===== config.mk =====
export PLATFORM = sky130hd
export DESIGN_NAME = pipe_ctrl_unit
export DESIGN_NICKNAME = d
export VERILOG_FILES = /design/src/rtl/pipe_ctrl_unit.sv
export SDC_FILE = /design/constraint.sdc
export NUM_CORES = 1
export LEC_CHECK = 0
export ABC_AREA = 1
export CAP_MARGIN = 30
export CELL_PAD_IN_SITES_DETAIL_PLACEMENT = 1
export CELL_PAD_IN_SITES_GLOBAL_PLACEMENT = 1
export CORE_ASPECT_RATIO = 1.1
export CORE_UTILIZATION = 34
export CTS_BUF_LIST = sky130_fd_sc_hd__clkbuf_4
export DETAILED_ROUTE_END_ITERATION = 10
export PLACE_DENSITY_LB_ADDON = 0.1
export SYNTH_ARGS = -nofsm -noshare
export SYNTH_HDL_FRONTEND = slang
export SYNTH_SLANG_ARGS = --single-unit

===== constraint.sdc =====
create_clock -name clk -period 1.5 [get_ports clk]
set_input_delay 0.225 -clock clk [delete_from_list [all_inputs] [get_ports clk]]
set_output_delay 0.225 -clock clk [all_outputs]
set_load 0.01 [all_outputs]

===== src/rtl/pipe_ctrl_unit.sv =====
// rtl/pipe_ctrl_unit.sv - pipelined MIPS control: ID decode, ID/EX/MEM/WB control registers,
// load-use stall, taken-branch flush and sticky illegal-opcode flag.
module pipe_ctrl_unit #(
  parameter int OPW     = 6,
  parameter int AOPW    = 3,
  parameter int RAW     = 5,
  parameter int JUMP_EN = 0
) (
  input  logic            clk,
  input  logic            rst,
  input  logic [OPW-1:0]  id_op,
  input  logic            id_valid,
  input  logic [RAW-1:0]  id_rs,
  input  logic [RAW-1:0]  id_rt,
  input  logic            mem_zero,
  output logic            ex_regds,
  output logic            ex_alusrc,
  output logic [AOPW-1:0] ex_aop,
  output logic            ex_jump,
  output logic            mem_branch,
  output logic            mem_mread,
  output logic            mem_mwrite,
  output logic            wb_mtor,
  output logic            wb_urw,
  output logic            stall,
  output logic            flush,
  output logic            illegal
);

  localparam logic [OPW-1:0] OP_R    = OPW'(6'b000000);
  localparam logic [OPW-1:0] OP_LW   = OPW'(6'b100011);
  localparam logic [OPW-1:0] OP_SW   = OPW'(6'b101011);
  localparam logic [OPW-1:0] OP_BEQ  = OPW'(6'b000100);
  localparam logic [OPW-1:0] OP_ADDI = OPW'(6'b001000);
  localparam logic [OPW-1:0] OP_ANDI = OPW'(6'b001100);
  localparam logic [OPW-1:0] OP_ORI  = OPW'(6'b001101);
  localparam logic [OPW-1:0] OP_SLTI = OPW'(6'b001010);
  localparam logic [OPW-1:0] OP_J    = OPW'(6'b000010);

  logic            dec_regds, dec_branch, dec_mread, dec_mtor;
  logic            dec_mwrite, dec_alusrc, dec_urw, dec_jump;
  logic [AOPW-1:0] dec_aop;
  logic            dec_known, dec_illegal;

  always_comb begin
    dec_regds  = 1'b0;
    dec_branch = 1'b0;
    dec_mread  = 1'b0;
    dec_mtor   = 1'b0;
    dec_aop    = '0;
    dec_mwrite = 1'b0;
    dec_alusrc = 1'b0;
    dec_urw    = 1'b0;
    dec_jump   = 1'b0;
    dec_known  = 1'b1;
    case (id_op)
      OP_R:    begin dec_regds = 1'b1; dec_mtor = 1'b1; dec_aop = AOPW'(3'b010); dec_urw = 1'b1; end
      OP_LW:   begin dec_mread = 1'b1; dec_mtor = 1'b1; dec_aop = AOPW'(3'b011);
                     dec_alusrc = 1'b1; dec_urw = 1'b1; end
      OP_SW:   begin dec_aop = AOPW'(3'b011); dec_mwrite = 1'b1; dec_alusrc = 1'b1; end
      OP_BEQ:  begin dec_branch = 1'b1; dec_aop = AOPW'(3'b001); end
      OP_ADDI, OP_ANDI, OP_ORI, OP_SLTI: begin
        dec_regds  = 1'b1;
        dec_mtor   = 1'b1;
        dec_alusrc = 1'b1;
        dec_urw    = 1'b1;
        case (id_op)
          OP_ANDI: dec_aop = AOPW'(3'b101);
          OP_ORI:  dec_aop = AOPW'(3'b110);
          OP_SLTI: dec_aop = AOPW'(3'b100);
          default: dec_aop = AOPW'(3'b011);
        endcase
      end
      OP_J: begin
        if (JUMP_EN != 0) dec_jump = 1'b1;
        else              dec_known = 1'b0;
      end
      default: dec_known = 1'b0;
    endcase
    // An empty ID slot is a NOP regardless of whatever opcode bits are floating there.
    if (!id_valid) begin
      dec_regds  = 1'b0;
      dec_branch = 1'b0;
      dec_mread  = 1'b0;
      dec_mtor   = 1'b0;
      dec_aop    = '0;
      dec_mwrite = 1'b0;
      dec_alusrc = 1'b0;
      dec_urw    = 1'b0;
      dec_jump   = 1'b0;
    end
  end

  assign dec_illegal = id_valid & ~dec_known;

  logic            ex_regds_q, ex_alusrc_q, ex_jump_q, ex_branch_q, ex_mread_q;
  logic            ex_mwrite_q, ex_mtor_q, ex_urw_q, ex_valid_q;
  logic [AOPW-1:0] ex_aop_q;
  logic [RAW-1:0]  ex_rt_q;
  logic            mem_branch_q, mem_mread_q, mem_mwrite_q, mem_mtor_q, mem_urw_q;
  logic            wb_mtor_q, wb_urw_q, illegal_q;

  logic            ex_regds_d, ex_alusrc_d, ex_jump_d, ex_branch_d, ex_mread_d;
  logic            ex_mwrite_d, ex_mtor_d, ex_urw_d, ex_valid_d;
  logic [AOPW-1:0] ex_aop_d;
  logic [RAW-1:0]  ex_rt_d;
  logic            mem_branch_d, mem_mread_d, mem_mwrite_d, mem_mtor_d, mem_urw_d;
  logic            wb_mtor_d, wb_urw_d, illegal_d;
  logic            bubble;

  assign flush  = mem_branch_q & mem_zero;
  assign stall  = ~flush & ex_valid_q & ex_mread_q & id_valid & (ex_rt_q != '0) &
                  ((ex_rt_q == id_rs) | (ex_rt_q == id_rt));
  assign bubble = stall | flush;

  always_comb begin
    ex_regds_d  = bubble ? 1'b0 : dec_regds;
    ex_alusrc_d = bubble ? 1'b0 : dec_alusrc;
    ex_aop_d    = bubble ? '0   : dec_aop;
    ex_jump_d   = bubble ? 1'b0 : dec_jump;
    ex_branch_d = bubble ? 1'b0 : dec_branch;
    ex_mread_d  = bubble ? 1'b0 : dec_mread;
    ex_mwrite_d = bubble ? 1'b0 : dec_mwrite;
    ex_mtor_d   = bubble ? 1'b0 : dec_mtor;
    ex_urw_d    = bubble ? 1'b0 : dec_urw;
    ex_valid_d  = bubble ? 1'b0 : id_valid;
    ex_rt_d     = bubble ? '0   : id_rt;
    // The instruction behind a taken branch is squashed; the branch itself retires into WB.
    mem_branch_d = flush ? 1'b0 : ex_branch_q;
    mem_mread_d  = flush ? 1'b0 : ex_mread_q;
    mem_mwrite_d = flush ? 1'b0 : ex_mwrite_q;
    mem_mtor_d   = flush ? 1'b0 : ex_mtor_q;
    mem_urw_d    = flush ? 1'b0 : ex_urw_q;
    wb_mtor_d    = mem_mtor_q;
    wb_urw_d     = mem_urw_q;
    illegal_d    = illegal_q | (dec_illegal & ~bubble);
  end

  always_ff @(posedge clk or posedge rst) begin
    if (rst) begin
      ex_regds_q   <= 1'b0;
      ex_alusrc_q  <= 1'b0;
      ex_aop_q     <= '0;
      ex_jump_q    <= 1'b0;
      ex_branch_q  <= 1'b0;
      ex_mread_q   <= 1'b0;
      ex_mwrite_q  <= 1'b0;
      ex_mtor_q    <= 1'b0;
      ex_urw_q     <= 1'b0;
      ex_valid_q   <= 1'b0;
      ex_rt_q      <= '0;
      mem_branch_q <= 1'b0;
      mem_mread_q  <= 1'b0;
      mem_mwrite_q <= 1'b0;
      mem_mtor_q   <= 1'b0;
      mem_urw_q    <= 1'b0;
      wb_mtor_q    <= 1'b0;
      wb_urw_q     <= 1'b0;
      illegal_q    <= 1'b0;
    end else begin
      ex_regds_q   <= ex_regds_d;
      ex_alusrc_q  <= ex_alusrc_d;
      ex_aop_q     <= ex_aop_d;
      ex_jump_q    <= ex_jump_d;
      ex_branch_q  <= ex_branch_d;
      ex_mread_q   <= ex_mread_d;
      ex_mwrite_q  <= ex_mwrite_d;
      ex_mtor_q    <= ex_mtor_d;
      ex_urw_q     <= ex_urw_d;
      ex_valid_q   <= ex_valid_d;
      ex_rt_q      <= ex_rt_d;
      mem_branch_q <= mem_branch_d;
      mem_mread_q  <= mem_mread_d;
      mem_mwrite_q <= mem_mwrite_d;
      mem_mtor_q   <= mem_mtor_d;
      mem_urw_q    <= mem_urw_d;
      wb_mtor_q    <= wb_mtor_d;
      wb_urw_q     <= wb_urw_d;
      illegal_q    <= illegal_d;
    end
  end

  assign ex_regds   = ex_regds_q;
  assign ex_alusrc  = ex_alusrc_q;
  assign ex_aop     = ex_aop_q;
  assign ex_jump    = ex_jump_q;
  assign mem_branch = mem_branch_q;
  assign mem_mread  = mem_mread_q;
  assign mem_mwrite = mem_mwrite_q;
  assign wb_mtor    = wb_mtor_q;
  assign wb_urw     = wb_urw_q;
  assign illegal    = illegal_q;

endmodule


Word level (Yosys, flattened, before mapping)
Cells that the tools add are included.
{ "word_totals": {"wordCells": 75, "output_inout_bits": 14, "register_bits": 21, "input_bits": 20} }
{ "classes": {"n_eq_ne": 9, "bitwise_logic": 14, "mux": 29, "reduce_logical": 8} }
{ "op_table": {"columns": ["operator", "count"], "rows": [
  ["equality test 6 x 4 -> 1 bit (second input constant)", 4],
  ["two-way mux 1 bit", 24],
  ["equality test 6 bit (second input constant)", 2],
  ["case mux 3 bit (4 select lines)", 1],
  ["OR reduction 6 bit", 2],
  ["equality test 5 bit", 2],
  ["case mux 3 bit (3 select lines)", 1],
  ["AND 1 bit", 8],
  ["OR reduction 8 bit", 1],
  ["equality test 6 x 3 -> 1 bit (second input constant)", 1],
  ["zero test 6 bit", 1],
  ["two-way mux 3 bit", 2],
  ["two-way mux 5 bit", 1],
  ["nonzero test 5 bit", 1],
  ["OR reduction 5 bit", 1],
  ["OR reduction 4 bit", 1],
  ["inverter 1 bit", 3],
  ["bitwise OR 1 bit", 3],
  ["OR reduction 2 bit", 1]
]} }

Logic depth before layout (Yosys ltp)
Gate-level depths: netlist (run 1).
{ "depth": {"ltp_word": 11, "mapped_depth": 10, "mapped_depth_nobuf": 10} }

Worst setup path after synthesis (run 1)
OpenSTA, ideal clock, no wires.
{ "synth_timing": {"path_kind": "flip-flop to flip-flop", "start": "register mem_branch_q (netlist: mem_branch)", "end": "register ex_aop_q[2] (netlist: ex_aop[2])", "n_path_buf": 1, "arrival_ns": 1.196, "setup_ns": 0.121, "setup_slack_ns": 0.183, "t_required_ns": 1.379, "path_stages_with_launch": 10, "synth_period_minus_slack_ns": 1.317, "path_cell_list": "dfrtp_1 -> nand2_2 -> inv_2 -> nor2_4 -> nand3_1 -> nor2_1 -> nand2_2 -> nand2_2 -> buf_6 -> nor2_1"} }
{ "synth_between": {"elab_chain_len": 9} }
{ "synth_rtl": {"columns": ["element", "line_no", "rtl"], "rows": [
  ["from (decl)", "100", "logic mem_branch_q, mem_mread_q, mem_mwrite_q, mem_mtor_q, mem_urw_q;"],
  ["from (signal assigned)", "172", "mem_branch_q <= mem_branch_d;"],
  ["AND 1 bit *", "111", "assign flush = mem_branch_q & mem_zero;"],
  ["named net flush", "26", "output logic flush,"],
  ["inverter 1 bit", "112", "assign stall = ~flush & ex_valid_q & ex_mread_q & id_valid & (ex_rt_q != '0) &"],
  ["AND 1 bit (5 in a row)", "112", null],
  ["bitwise OR 1 bit *", "114", "assign bubble = stall | flush;"],
  ["two-way mux 3 bit *", "119", "ex_aop_d = bubble ? '0 : dec_aop;"],
  ["named net ex_aop_d[2]", "105", "logic [AOPW-1:0] ex_aop_d;"],
  ["to (signal assigned)", "163", "ex_aop_q <= ex_aop_d;"],
  ["to (decl)", "98", "logic [AOPW-1:0] ex_aop_q;"]
]} }
The timed path passes the listed nets; every way through them passes the cells marked *.

Worst setup path after layout (run 1)
{ "layout_timing": {"start": "input port id_rs[2]", "end": "output port stall"} }
{ "layout_between": {"elab_chain_len": 3} }
{ "layout_rtl": {"columns": ["element", "line_no", "rtl"], "rows": [
  ["from (decl)", "13", "input logic [RAW-1:0] id_rs,"],
  ["equality test 5 bit", "113", "((ex_rt_q == id_rs) | (ex_rt_q == id_rt));"],
  ["bitwise OR 1 bit", "113", null],
  ["AND 1 bit", "112", null],
  ["to (decl)", "25", "output logic stall,"]
]} }
No other way between the ends.

==> flow_metrics.env, run 1 <==
export IMPL_cts_tree="done"
export IMPL_cp_max_fo=2
export IMPL_seqCellArea_um2=526
export IMPL_synth_net_count=187
export IMPL_cp_arrival_ns=1.35
export IMPL_nets=236
export IMPL_ff2ff_path_depth=10
export IMPL_crit_buf_inv=4
export IMPL_synth_flop_cell="dfrtp_1"
export IMPL_diodes=0
export IMPL_area_growth_pct=44.5
export IMPL_min_period_ns=1.57
export IMPL_die_area_mm2=0.00364
export IMPL_finalSetupViolCount=1
export IMPL_path_depth=10
export IMPL_mostFrequentLayoutCells="nand2_1, nor2_1, inv_1"
export IMPL_violations="DRC, setup timing"
export IMPL_outcome="complete, but fails checks"
export IMPL_synth_edff_count=0
export IMPL_drtIter0Drc=27
export IMPL_clockRootBuffer="clkbuf_4"
export IMPL_rsz0062_at_grt="yes"
export IMPL_portBuffers=32
export IMPL_grt_use_total_pct=16.8
export IMPL_htree_levels=1
export IMPL_worstSetupStartpoint="id_rs[2]"
export IMPL_antenna_found_initial=0
export IMPL_maxCapViolCount=0
export IMPL_grt_max_degree=22
export IMPL_vias=1124
export IMPL_worstSetupPathType="in2out"
export IMPL_grt_pass1_vias=1230
export IMPL_crit_slowest_cell="clkdlybuf4s50_1"
export IMPL_placed_area_mm2=0.00161
export IMPL_largest_reg_flops=5
export IMPL_final_common_cell="nand2_1"
export IMPL_wl_per_cell_um=11.0
export IMPL_ys_seq_area_share_pct=45.4
export IMPL_max_freq_mhz=637
export IMPL_n_fill_cell=424
export IMPL_crit_chain="clkdlybuf4s50_1 > inv_1 > nand2_1 > nand2_2 > nor2_2 > nand3_1 > nand2_1 > nand2_2 > inv_2 > buf_6"
export IMPL_finalHoldViolations=0
export IMPL_cts_buffers=3
export IMPL_yosys_warnings=0
export IMPL_rows=21
export IMPL_avgSynthCellArea_um2=6.93
export IMPL_layout_drive_gt1_share_pct=19.5
export IMPL_cts_hold_buf=0
export IMPL_max_vdd_ir_drop_uv=343
export IMPL_core_mm2=0.00315
export IMPL_firstDrtPassIters=7
export IMPL_synthesis_instances=167
export IMPL_required_ns=1.27
export IMPL_largest_register="ex_rt_q"
export IMPL_postCtsSetupRepairBufs=0
export IMPL_num_io_pins=34
export IMPL_cts_sinks=21
export IMPL_worst_setup_path_end_kind="output port"
export IMPL_setup_slack_ns=-0.0709
export IMPL_hpwl_um=2320
export IMPL_drc=3
export IMPL_ys_ff_latch=21
export IMPL_die_width_um=57.6
export IMPL_dpl_cell_count=245
export IMPL_dieHeight_um=63.2
export IMPL_start_kind="primary input"
export IMPL_slew_viol_final=0
export IMPL_r2r_start="mem_branch"
export IMPL_power_density_mw_per_mm2=631
export IMPL_fin_area_mm2=0.00167
export IMPL_clock_skew_ns=0.00601
export IMPL_clk_latency_ns=0.30
export IMPL_netlist_area_mm2=0.00116
export IMPL_grt_pass1_wl_um=4790
export IMPL_fin_crit_sh_pct=105
export IMPL_via_per_inst=4.51
export IMPL_grt_overflow_total=0
export IMPL_floorplan_initialDensity_pct=36.7
export IMPL_synthArstFlopShare_pct=100
export IMPL_hp_class="in2async"
export IMPL_crit_family="buffers and inverters"
export IMPL_wirelength_um=2740
export IMPL_final_cells=249
export IMPL_clock_path_buffers=2
export IMPL_multiInputGateArea_um2=497
export IMPL_globalplace_congestion=0.831
export IMPL_yosysUniqueCellTypes=19
export IMPL_leakage_nw=0.946
export IMPL_clk_pin_slew_ns=0.12
export IMPL_ant_nets=0
export IMPL_slowest_delay_ns=0.50
[worst paths after layout]
path                        endpoint  slack [ns]
hold / removal                wb_urw        0.24
min in group clk              wb_urw        0.37
max in group asynchronous  ex_aop[2]        1.04
setup reg to reg           ex_aop[2]        0.11
setup / recovery               stall       -0.07
hold reg to reg               wb_urw        0.37
[power by group]
| group | internal, mW | switching (mW) |
|---|---|---|
| logic | 0.102 | 0.0980 |
| registers | 0.581 | 0.0101 |
| clock network | 0.0993 | 0.165 |
| total | 0.782 | 0.273 |
[layer usage]
metal	part of all wire (%)	up-vias	GRT usage [%]
met1	39	518	16.5
met2	58	19	33.4
li1	-	585	-
met4	0.99	0	8.54
met5	0	-	0
met3	2.3	2	1.44
[cell type report]
cell class / instances / area share, %
clock buffer: 3 / 1.35
clock inverter: 1 / 0.299
inverter: 35 / 7.85
multi-input combinational: 107 / 29.7
sequential: 21 / 31.4
tap: 34 / 2.54
timing repair buffer: 48 / 26.9
[metrics by stage]
step | TNS (ns) | worst slack [ns] | power (mW) | hold slack [ns] | util, %
floorplan | 0 | 0.183 | 0.691 | 0.202 | -
global placement | -3.53 | -0.470 | 0.789 | 0.332 | 51.0
detailed placement | -4.39 | -0.522 | 0.798 | 0.339 | 51.0
CTS | -0.218 | -0.218 | 1.07 | 0.245 | 52.0
global route | -0.173 | -0.173 | 1.12 | 0.285 | 53.1
finish | -0.0709 | -0.0709 | 1.06 | 0.243 | 53.1
[worst register-to-register path: stages (launching register included)]
cell	delay, ns
dfrtp_1	0.40
nand2_2	0.09
inv_2	0.05
nor2_4	0.08
nand3_1	0.09
nor2_2	0.12
nand2_2	0.07
buf_4	0.14
nand2_4	0.07
buf_6	0.13
nor2_1	0.04
[synthesized netlist by cell type, types with 2 or more instances]
cell type  count  share of area, %
buf_4          2               1.3
dfrtp_1       21                45
inv_1         32                10
inv_2          3              0.97
nand2_1       39                13
nand2_2        4               2.2
nand3_1       10               4.3
nand4_1        2               1.1
nor2_1        37                12
nor2_2         3               1.6
nor3_1         2              0.86
o21ai_0        4               1.7
xnor2_1        2               1.5
[repair_timing]
item                                    CTS  global route
endpoints found under the setup margin    2            16
resized for setup                         5            18
pin swaps                                 1             4
[kinds of logic (layout without fill, tap and decap cells)]
family,Yosys count,in the layout,synth area share [%]
AOI/OAI and AO/OA,5,5,2.38
xor gates and xnor gates,2,2,1.51
buffers and inverters,39,87,14.1
DFF,21,21,45.4
other,1,1,0.324
and+or+nand+nor,99,99,36.3
Note: power is estimated with default switching activity, not from simulation.
==> run 2, diff against run 1 <==
CORE_MARGIN = 1   (was not set)
==> results of run 2 <==
Final layout, timing and power as in run 1 (identical DEF).
==> run 3, diff against run 2 <==
CORE_MARGIN = 2   (was 1)
PLACE_DENSITY_LB_ADDON = 0.2   (was 0.1)
==> run 3 against run 2 <==
The flow finishes with violations (setup timing). Total power increased by 2.6%. Utilization decreased by 1.7 points. Cell count increased by 1.6%. Clock power increased by 9.8%. First-iteration DRC count increased by 3.7%. Clock skew increased by 0.0040 ns. Clock-buffer cell count increased by 1. Non-clock buffer count increased by 2. Worst hold slack got worse by 0.0085 ns. Combinational power about the same. Global-route usage increased by 1.1 points. Maximum frequency decreased by 4.5%. Critical endpoint unchanged. Highest routed layer unchanged.
==> flow_metrics.env, run 3 (same netlist as run 1, synthesis figures left out) <==
export IMPL_outcome="complete, but fails checks"
export IMPL_violations="setup timing"
export IMPL_grt_max_degree=22
export IMPL_internal_power_uw=805
export IMPL_area_growth_pct=46.7
export IMPL_portBuffers=32
export IMPL_clock_skew_ns=0.0100
export IMPL_p_sw_share_pct=25.6
export IMPL_setup_slack_ns=-0.145
export IMPL_leakage_nw=0.967
export IMPL_core_mm2=0.00330
export IMPL_clk_latency_ns=0.31
export IMPL_grt_overflow_total=0
export IMPL_drtIter0Drc=28
export IMPL_power_density_mw_per_mm2=637
export IMPL_grt_use_total_pct=17.8
export IMPL_cts_sinks=21
export IMPL_p_comb_share_pct=18.4
export IMPL_required_ns=1.27
export IMPL_met1_usage_pct=18.7
export IMPL_largest_register="ex_rt_q"
export IMPL_antenna_found_initial=0
export IMPL_max_freq_mhz=608
export IMPL_multiInputGateArea_um2=482
export IMPL_final_common_cell="nand2_1"
export IMPL_diodes=0
export IMPL_wl_per_cell_um=12.0
export IMPL_start_kind="primary input"
export IMPL_grt_met3_usage_pct=1.97
export IMPL_r2r_start="ex_rt_q[3]"
export IMPL_hpwl_um=2470
export IMPL_finalHoldViolations=0
export IMPL_die_width_um=59.6
export IMPL_cp_max_fo=2
export IMPL_die_area_mm2=0.00389
export IMPL_rsz0062_at_grt="yes"
export IMPL_place_ws_ns=-0.569
export IMPL_rows=22
export IMPL_globalplace_congestion=0.881
export IMPL_via_per_inst=4.63
export IMPL_grt_pass1_wl_um=5220
export IMPL_use_met2_pct=34.5
export IMPL_wirelength_um=3050
export IMPL_max_vdd_ir_drop_uv=299
export IMPL_dieHeight_um=65.2
export IMPL_drc=0
export IMPL_grt_pass1_vias=1255
export IMPL_min_period_ns=1.65
export IMPL_switching_power_uw=278
export IMPL_clk_pin_slew_ns=0.12
export IMPL_num_io_pins=34
export IMPL_seqCellArea_um2=526
export IMPL_final_cells=253
export IMPL_worstSetupStartpoint="id_rt[3]"
export IMPL_nets=238
export IMPL_seqPwrFrac_pct=54.7
export IMPL_clockRootBuffer="clkbuf_4"
export IMPL_ant_nets=0
export IMPL_layout_drive_gt1_share_pct=19.4
export IMPL_vias=1172
export IMPL_htree_levels=1
export IMPL_clockPowerShare_pct=26.9
export IMPL_firstDrtPassIters=3
export IMPL_slew_viol_final=0
export IMPL_cts_buffers=3
export IMPL_largest_reg_flops=5
export IMPL_setup_tns_final_ns=-0.145
export IMPL_dpl_cell_count=246
export IMPL_worst_setup_path_end_kind="output port"
export IMPL_floorplan_initialDensity_pct=35.0
export IMPL_cp_arrival_ns=1.42
export IMPL_placed_area_mm2=0.00162
export IMPL_mostFrequentLayoutCells="nand2_1, nor2_1, inv_1"
export IMPL_final_core_util_pct=51.4
export IMPL_grt_busiest_layer="met2"
export IMPL_finalSetupViolCount=1
export IMPL_maxCapViolCount=0
export IMPL_fin_crit_sh_pct=110
export IMPL_hp_class="in2async"
export IMPL_cts_tree="done"
export IMPL_fin_area_mm2=0.00170
export IMPL_worstSetupPathType="in2out"
export IMPL_clock_path_buffers=2
export IMPL_n_fill_cell=429
-- run 3: changes by cell type in the layout (fill, tap and decap cells not counted) --
cell            change
clkbuf_4            +1
nor3_1              +1
dlymetal6s2s_1      -1
nand2_2             -2
buf_6               -2
nor2_2              +1
buf_16              +1
clkinv_2            -1
buf_12              +1
nor3_2              -1
nand2_1             +2
nor2_4              -1
buf_4               +3
-- run 3: per-layer routing --
layer	vias to the layer above	share of wire, %
met2	23	55
met5	-	0
met1	555	39
met4	0	2.1
li1	588	-
met3	6	3.2
-- run 3: power by group through the flow --
stage                     Sequential (mW)  Combinational [mW]  Clock (mW)
final                               0.592               0.199       0.291
after global routing                0.595               0.225       0.329
after CTS                           0.592               0.201       0.302
after detailed placement            0.603               0.199           0
after global placement              0.601               0.189           0
after floorplan                     0.602              0.0885           0
-- run 3: final cells by class --
class | count | share of cell area [%]
Timing Repair Buffer | 50 | 28.5
Multi-Input combinational cell | 107 | 28.4
Inverter | 35 | 7.74
Tap cell | 36 | 2.65
Sequential cell | 21 | 31.0
Clock buffer | 4 | 1.77
-- run 3: worst paths after layout --
kind,to,depth (start not counted),slack (ns)
setup reg to reg,ex_aop[0],11,0.01
hold / removal,mem_urw_q,3,0.23
min in group clk,wb_urw,0,0.38
max in group asynchronous,ex_rt_q[1],3,1.04
hold reg to reg,wb_urw,0,0.38
setup / recovery,stall,10,-0.15
-- run 3: per-stage QoR --
stage,hold slack (ns),power [mW]
global placement,0.335,0.790
detailed placement,0.356,0.802
global route,0.252,1.15
finish,0.234,1.08
CTS,0.239,1.09
floorplan,0.202,0.691
-- run 3: timing repair --
action,4_1_cts,5_1_grt
setup endpoints to repair,4,18
cloned,1,0
resized for setup,10,9
pin swaps,10,6
hold buffers,0,0
setup buffers,2,1
-- run 3: critical path: stages --
cell and delay, ns:
clkdlybuf4s50_1 0.49, inv_1 0.06, nand2_1 0.06, nand2_1 0.06, nor2_1 0.13, nand3_1 0.09, nand2_1 0.10, nand2_2 0.07
inv_2 0.05, buf_6 0.09
==> edit 1 (config.mk and constraints of run 3) <==
Set the parameter `OPW` to 5 (it was 6).
--- a/src/rtl/pipe_ctrl_unit.sv
+++ b/src/rtl/pipe_ctrl_unit.sv
@@ -3,3 +3,3 @@
 module pipe_ctrl_unit #(
-  parameter int OPW     = 6,
+  parameter int OPW     = 5,
   parameter int AOPW    = 3,
Ports: changed (resized id_op); port bits go from 34 to 33. The function was not compared with the original's and may differ.
==> edit 1 against run 3 <==
  * The run ends with DRC, setup timing left
  * Final cell count decreased by 2.0%
  * Total power increased by 1.9%
  * Wire length increased by 5.2%
  * Area after synthesis decreased by 3.0%
  * Clock skew increased by 0.0016 ns
  * Synthesized cell count decreased by 5.4%
  * Setup slack improved by 0.0033 ns
  * Sequential cell count unchanged
  * Critical path depth decreased by 2
  * Combinational power increased by 19%
  * Fmax increased by 0.20%
  * Non-clock buffer count increased by 6
  * Largest power group unchanged
  * Register-to-register slack improved by 0.04 ns
  * Cell area increased by 0.96%
==> edit 1: results (changes against run 3) <==
timing:
  fin_ws_ns: -0.1422  # was -0.1455 ns
  setup-violations-final: 1  # unchanged
  setup_tns_ns: -0.1422  # was -0.1455 ns
  finalClockSkew_ns: 0.01166  # was 0.01002 ns
synthesis:
  ys_types: 18  # was 19
  synthTopCellsByArea: "dfrtp_1, nand2_1, inv_1, nor2_1, nand3_1"  # was dfrtp_1, nand2_1, nor2_1, inv_1, nand3_1
  ys_warn_count: 0  # unchanged
  ys_seq_area_frac: 0.4682  # was 0.4541
  postSynthCellCount: 158  # was 167
  async_flop_share: 1.000  # unchanged
  netlist_top_cells_count: "nand2_1, inv_1, nor2_1"  # was nand2_1, nor2_1, inv_1
  syn-num-nets: 177  # was 187
  synthFlopType: "dfrtp_1"  # unchanged
status:
  outcome: "complete, but fails checks"  # unchanged
  violations: "DRC, setup timing"  # was setup timing
clocking:
  clk_pin_slew_ns: 0.12  # about the same
  cts_buffer_depth: 2  # unchanged
  h-tree-depth: 1  # unchanged
  cts-root-buf: "clkbuf_4"  # unchanged
  cts_buffers: 3  # unchanged
  clock_latency_ns: 0.31  # about the same
placed_design:
  place_area_um2: 1622  # was 1617 µm²
  gp_routability_congestion: 0.7944  # was 0.8807
  placed_cells: 241  # was 246
  io_buffer_count: 31  # was 32
  hpwl_mm: 2.665  # was 2.473 mm
  pre_cts_slack_ns: -0.5439  # was -0.5687 ns
pwr:
  p_seq_frac: 0.541  # was 0.547
  peakVddDrop_mv: 0.3856  # was 0.2986 mV
  p_int_mw: 0.8065  # was 0.8048 mW
  p_leak_nw: 0.9478  # was 0.9673 nW
  p_per_area_nw_per_um2: 643.2  # was 637.4 nW/µm²
  powerComb_mw: 0.236  # was 0.199 mW
global_routing:
  use_met2: 0.3736  # was 0.3448
  antenna_found_initial: 0  # unchanged
  grtUsageMet3: 0.01619  # was 0.01969
  grt_pass1_vias: 1316  # was 1,255
  met1_usage: 0.1677  # was 0.1872
  grt_max_degree: 22  # unchanged
  grt_pass1_wl_mm: 5.271  # was 5.223 mm
  grt_util_all_layers: 0.1809  # was 0.1784
route:
  drt-initial-drc-count: 44  # was 28
  drtPass1Iterations: 9  # was 3
  route.detailed.drc: 2  # was 0
  drt_wl_total_mm: 3.205  # was 3.046 mm
  vias_per_cell: 4.645  # was 4.632
worst_hold_path:
  hp-class: "input pin to asynchronous set/reset pin"  # unchanged
finish:
  fin_cells: 248  # was 253
  largest_reg_flops: 5  # unchanged
  nFillCells: 406  # was 429
  final_nets: 234  # was 238
  antennaDiodeCount: 0  # unchanged
  regMostFlops: "ex_rt_q"  # unchanged
  drive_gt1_frac: 0.2056  # was 0.1935
setup_path:
  cp_data_arrival_time_ns: 1.42  # about the same
  cp_max_fo: 5  # was 2
  timing.critical_path.from: "ex_rt_q[0]"  # was id_rt[3]
## edit 1: cell families (layout without fill, tap and decap cells)
kind of cell    after synthesis  count (layout)  synth area share
flops                        21              21            0.4682
other cells                   1               1          0.003341
compound gates                4               4           0.01783
simple gates                 95              95            0.3634
buf+inv                      35              91            0.1315
xor+xnor                      2               2           0.01561
## edit 1: worst paths after layout
kind	slack (ns)	to	cells after the start
min	0.23	wb_urw	3
min reg2reg	0.36	wb_urw	0
max	-0.14	stall	8
min in group clk	0.36	wb_urw	0
max in group asynchronous	1.04	ex_aop[2]	3
max reg2reg	0.05	ex_alusrc	10
## edit 1: worst max-delay path: stages, from the launching register on
cell and delay, ns:
dfrtp_1 0.44, nor2_1 0.14, nor2_1 0.05, nor2_1 0.09
nand3_1 0.07, nand2_1 0.09, nand2_2 0.06, inv_1 0.05
buf_2 0.11
## edit 1: cell type report
| cell class | count | area (µm²) | area share |
|---|---|---|---|
| Sequential cell | 21 | 525.5 | 0.3066 |
| Timing Repair Buffer | 56 | 519.2 | 0.3029 |
| Multi-Input combinational cell | 102 | 483.0 | 0.2818 |
| Inverter | 31 | 116.4 | 0.06788 |
| Tap cell | 34 | 42.54 | 0.02482 |
| Clock buffer | 3 | 22.52 | 0.01314 |
| Clock inverter | 1 | 5.005 | 0.002920 |
## edit 1: layer usage
| metal | share of wire | up-vias |
|---|---|---|
| met2 | 0.60 | 23 |
| met3 | 0.022 | 6 |
| met5 | 0 | - |
| met1 | 0.36 | 547 |
| met4 | 0.017 | 0 |
| li1 | - | 576 |
## edit 1: what timing repair did
action                     4_1_cts  5_1_grt
gates resized for setup         12        6
setup endpoints to repair        2       18
pin swaps                        5        6
setup buffers                    2        1
cloned                           0        1
==> edit 2 (flow settings as in run 3) <==
Made on the original files. Reset style: synchronous (`rst`), changed in one clocked block.
--- a/src/rtl/pipe_ctrl_unit.sv
+++ b/src/rtl/pipe_ctrl_unit.sv
@@ -138,3 +138,3 @@
 
-  always_ff @(posedge clk or posedge rst) begin
+  always_ff @(posedge clk) begin
     if (rst) begin
Check against the original RTL: differs if rst is asserted again (counterexample within 4 cycles, from zero or initial values and one cycle with rst high); with rst held inactive, the same outputs for 10 cycles.
==> edit 2 against run 3 <==
  * The flow still finishes with violations (setup timing)
  * Register-to-register slack improved by 0.20 ns
  * Area after synthesis is 5.6% lower
  * Clock skew decreased by 0.0065 ns
  * Sequential power down 2%
  * Wire length decreased by 16%
  * Synthesized cell count is 4.8% lower
  * Count of clock-buffer cells in the layout decreased by 1
  * Cell area shrank 6.0%
  * Fmax rose by 7.0%
  * Setup slack gained 0.11 ns
  * Sequential cell count stayed put
  * Global-route usage shrank 2.0 points
  * Total power fell by 2.2%
  * Critical path type is now flop to output port
  * Highest routed layer unchanged
==> edit 2: results (changes against run 3) <==
status:
  outcome: "complete, but fails checks"  # unchanged
  violations: "setup timing"  # unchanged
route:
  wl_met2_mm: 1.349  # was 1.681 mm
  met3WireLength_um: 112  # was 98 µm
  wl_met1_mm: 1.071  # was 1.203 mm
  drt_wl_total_mm: 2.565  # was 3.046 mm
  vias_per_cell: 4.438  # was 4.632
  via_count: 1065  # was 1,172
  drt-initial-drc-count: 5  # was 28
setup_path:
  r2r_cells: 10  # was 11
  timing.critical_path.from: "ex_rt_q[4]"  # was id_rt[3]
  reg2reg_setup_slack_ns: 0.21  # was 0.01 ns
  r2r_end: "ex_aop[2]"  # was ex_aop[0]
clocking:
  cts_setup_buffers: 0  # was 2
  cts_resized: 15  # was 10
synthesis:
  syn-num-nets: 179  # was 187
  ys_types: 21  # was 19
  synthTopCellsByArea: "dfxtp_1, nand2_1, nor2_2, inv_1, nor2_1"  # was dfrtp_1, nand2_1, nor2_1, inv_1, nand3_1
  async_flop_share: 0  # was 1.000
  ys_seq_area_frac: 0.3849  # was 0.4541
  synthFlopType: "dfxtp_1"  # was dfrtp_1
  netlist_top_cells_count: "nand2_1, inv_1, dfxtp_1"  # was nand2_1, nor2_1, inv_1
finish:
  final_nets: 227  # was 238
  final-nonclk-buf-share: 0.2596  # was 0.2852
  dominant_cells: "multi-input combinational cells"  # was sequential cells
  nonClockInverterCount: 34  # was 35
  utilization: 0.5234  # was 0.5140
  clk_share: 0.01725  # was 0.01769
  clockBufferCount: 3  # was 4
  seq_share: 0.2737  # was 0.3095
  drive_gt1_frac: 0.2961  # was 0.1935
  multi_input_cells: 102  # was 107
  signal_buffers: 45  # was 50
global_routing:
  grt_pass1_vias: 1159  # was 1,255
  grt_pass1_wl_mm: 4.629  # was 5.223 mm
  use_met2: 0.2912  # was 0.3448
  grtUsageMet3: 0.02669  # was 0.01969
  met1_usage: 0.1793  # was 0.1872
  grt_util_all_layers: 0.1582  # was 0.1784
  antenna_found_initial: 0  # unchanged
timing:
  setup-violations-final: 1  # unchanged
  setup_tns_ns: -0.03749  # was -0.1455 ns
  fin_ws_ns: -0.03749  # was -0.1455 ns
  fin_hold_ws_ns: 0.3047  # was 0.2343 ns
pwr:
  p_seq_frac: 0.550  # was 0.547
  pg_seq_mw: 0.582  # was 0.592 mW
  p_leak_nw: 0.7969  # was 0.9673 nW
  comb_power_share: 0.196  # was 0.184
  peakVddDrop_mv: 0.3390  # was 0.2986 mV
  p_int_mw: 0.7715  # was 0.8048 mW
die:
  well_tap_count: 34  # was 36
placed_design:
  pre_cts_slack_ns: -0.5233  # was -0.5687 ns
  gp_routability_congestion: 0.7346  # was 0.8807
  placed_cells: 236  # was 246
  place_area_um2: 1538  # was 1617 µm²
  hpwl_mm: 2.168  # was 2.473 mm
-- edit 2: cell types whose count changed after synthesis, moves of 2 or more --
cell	change
a31oi_1	+3
dfrtp_1	-21
dfxtp_1	+21
inv_1	-5
inv_2	+3
nand2_1	-3
nand2_2	-3
nand2_4	+2
nand3_1	+2
nand3_2	+2
nor2_1	-17
nor2_2	+14
o21ai_0	-4
-- edit 2: cells by family (layout without fill, tap and decap cells) --
family | after synthesis | count (layout) | share of synthesized area
other | 1 | 1 | 0.003433
and+or+nand+nor | 95 | 95 | 0.4433
AOI/OAI and AO/OA | 4 | 4 | 0.02176
buffers and inverters | 36 | 83 | 0.1306
xor gates and xnor gates | 2 | 2 | 0.01604
DFF | 21 | 21 | 0.3849
-- edit 2: worst max-delay path, stage by stage (launching register included) --
cell and delay [ns]:
dfxtp_4 0.38, inv_2 0.04, nand2_1 0.05, nand2_1 0.06, nor2_2 0.12, nand3_2 0.09
nand2_2 0.09, nand2_4 0.05, inv_2 0.05, buf_6 0.09
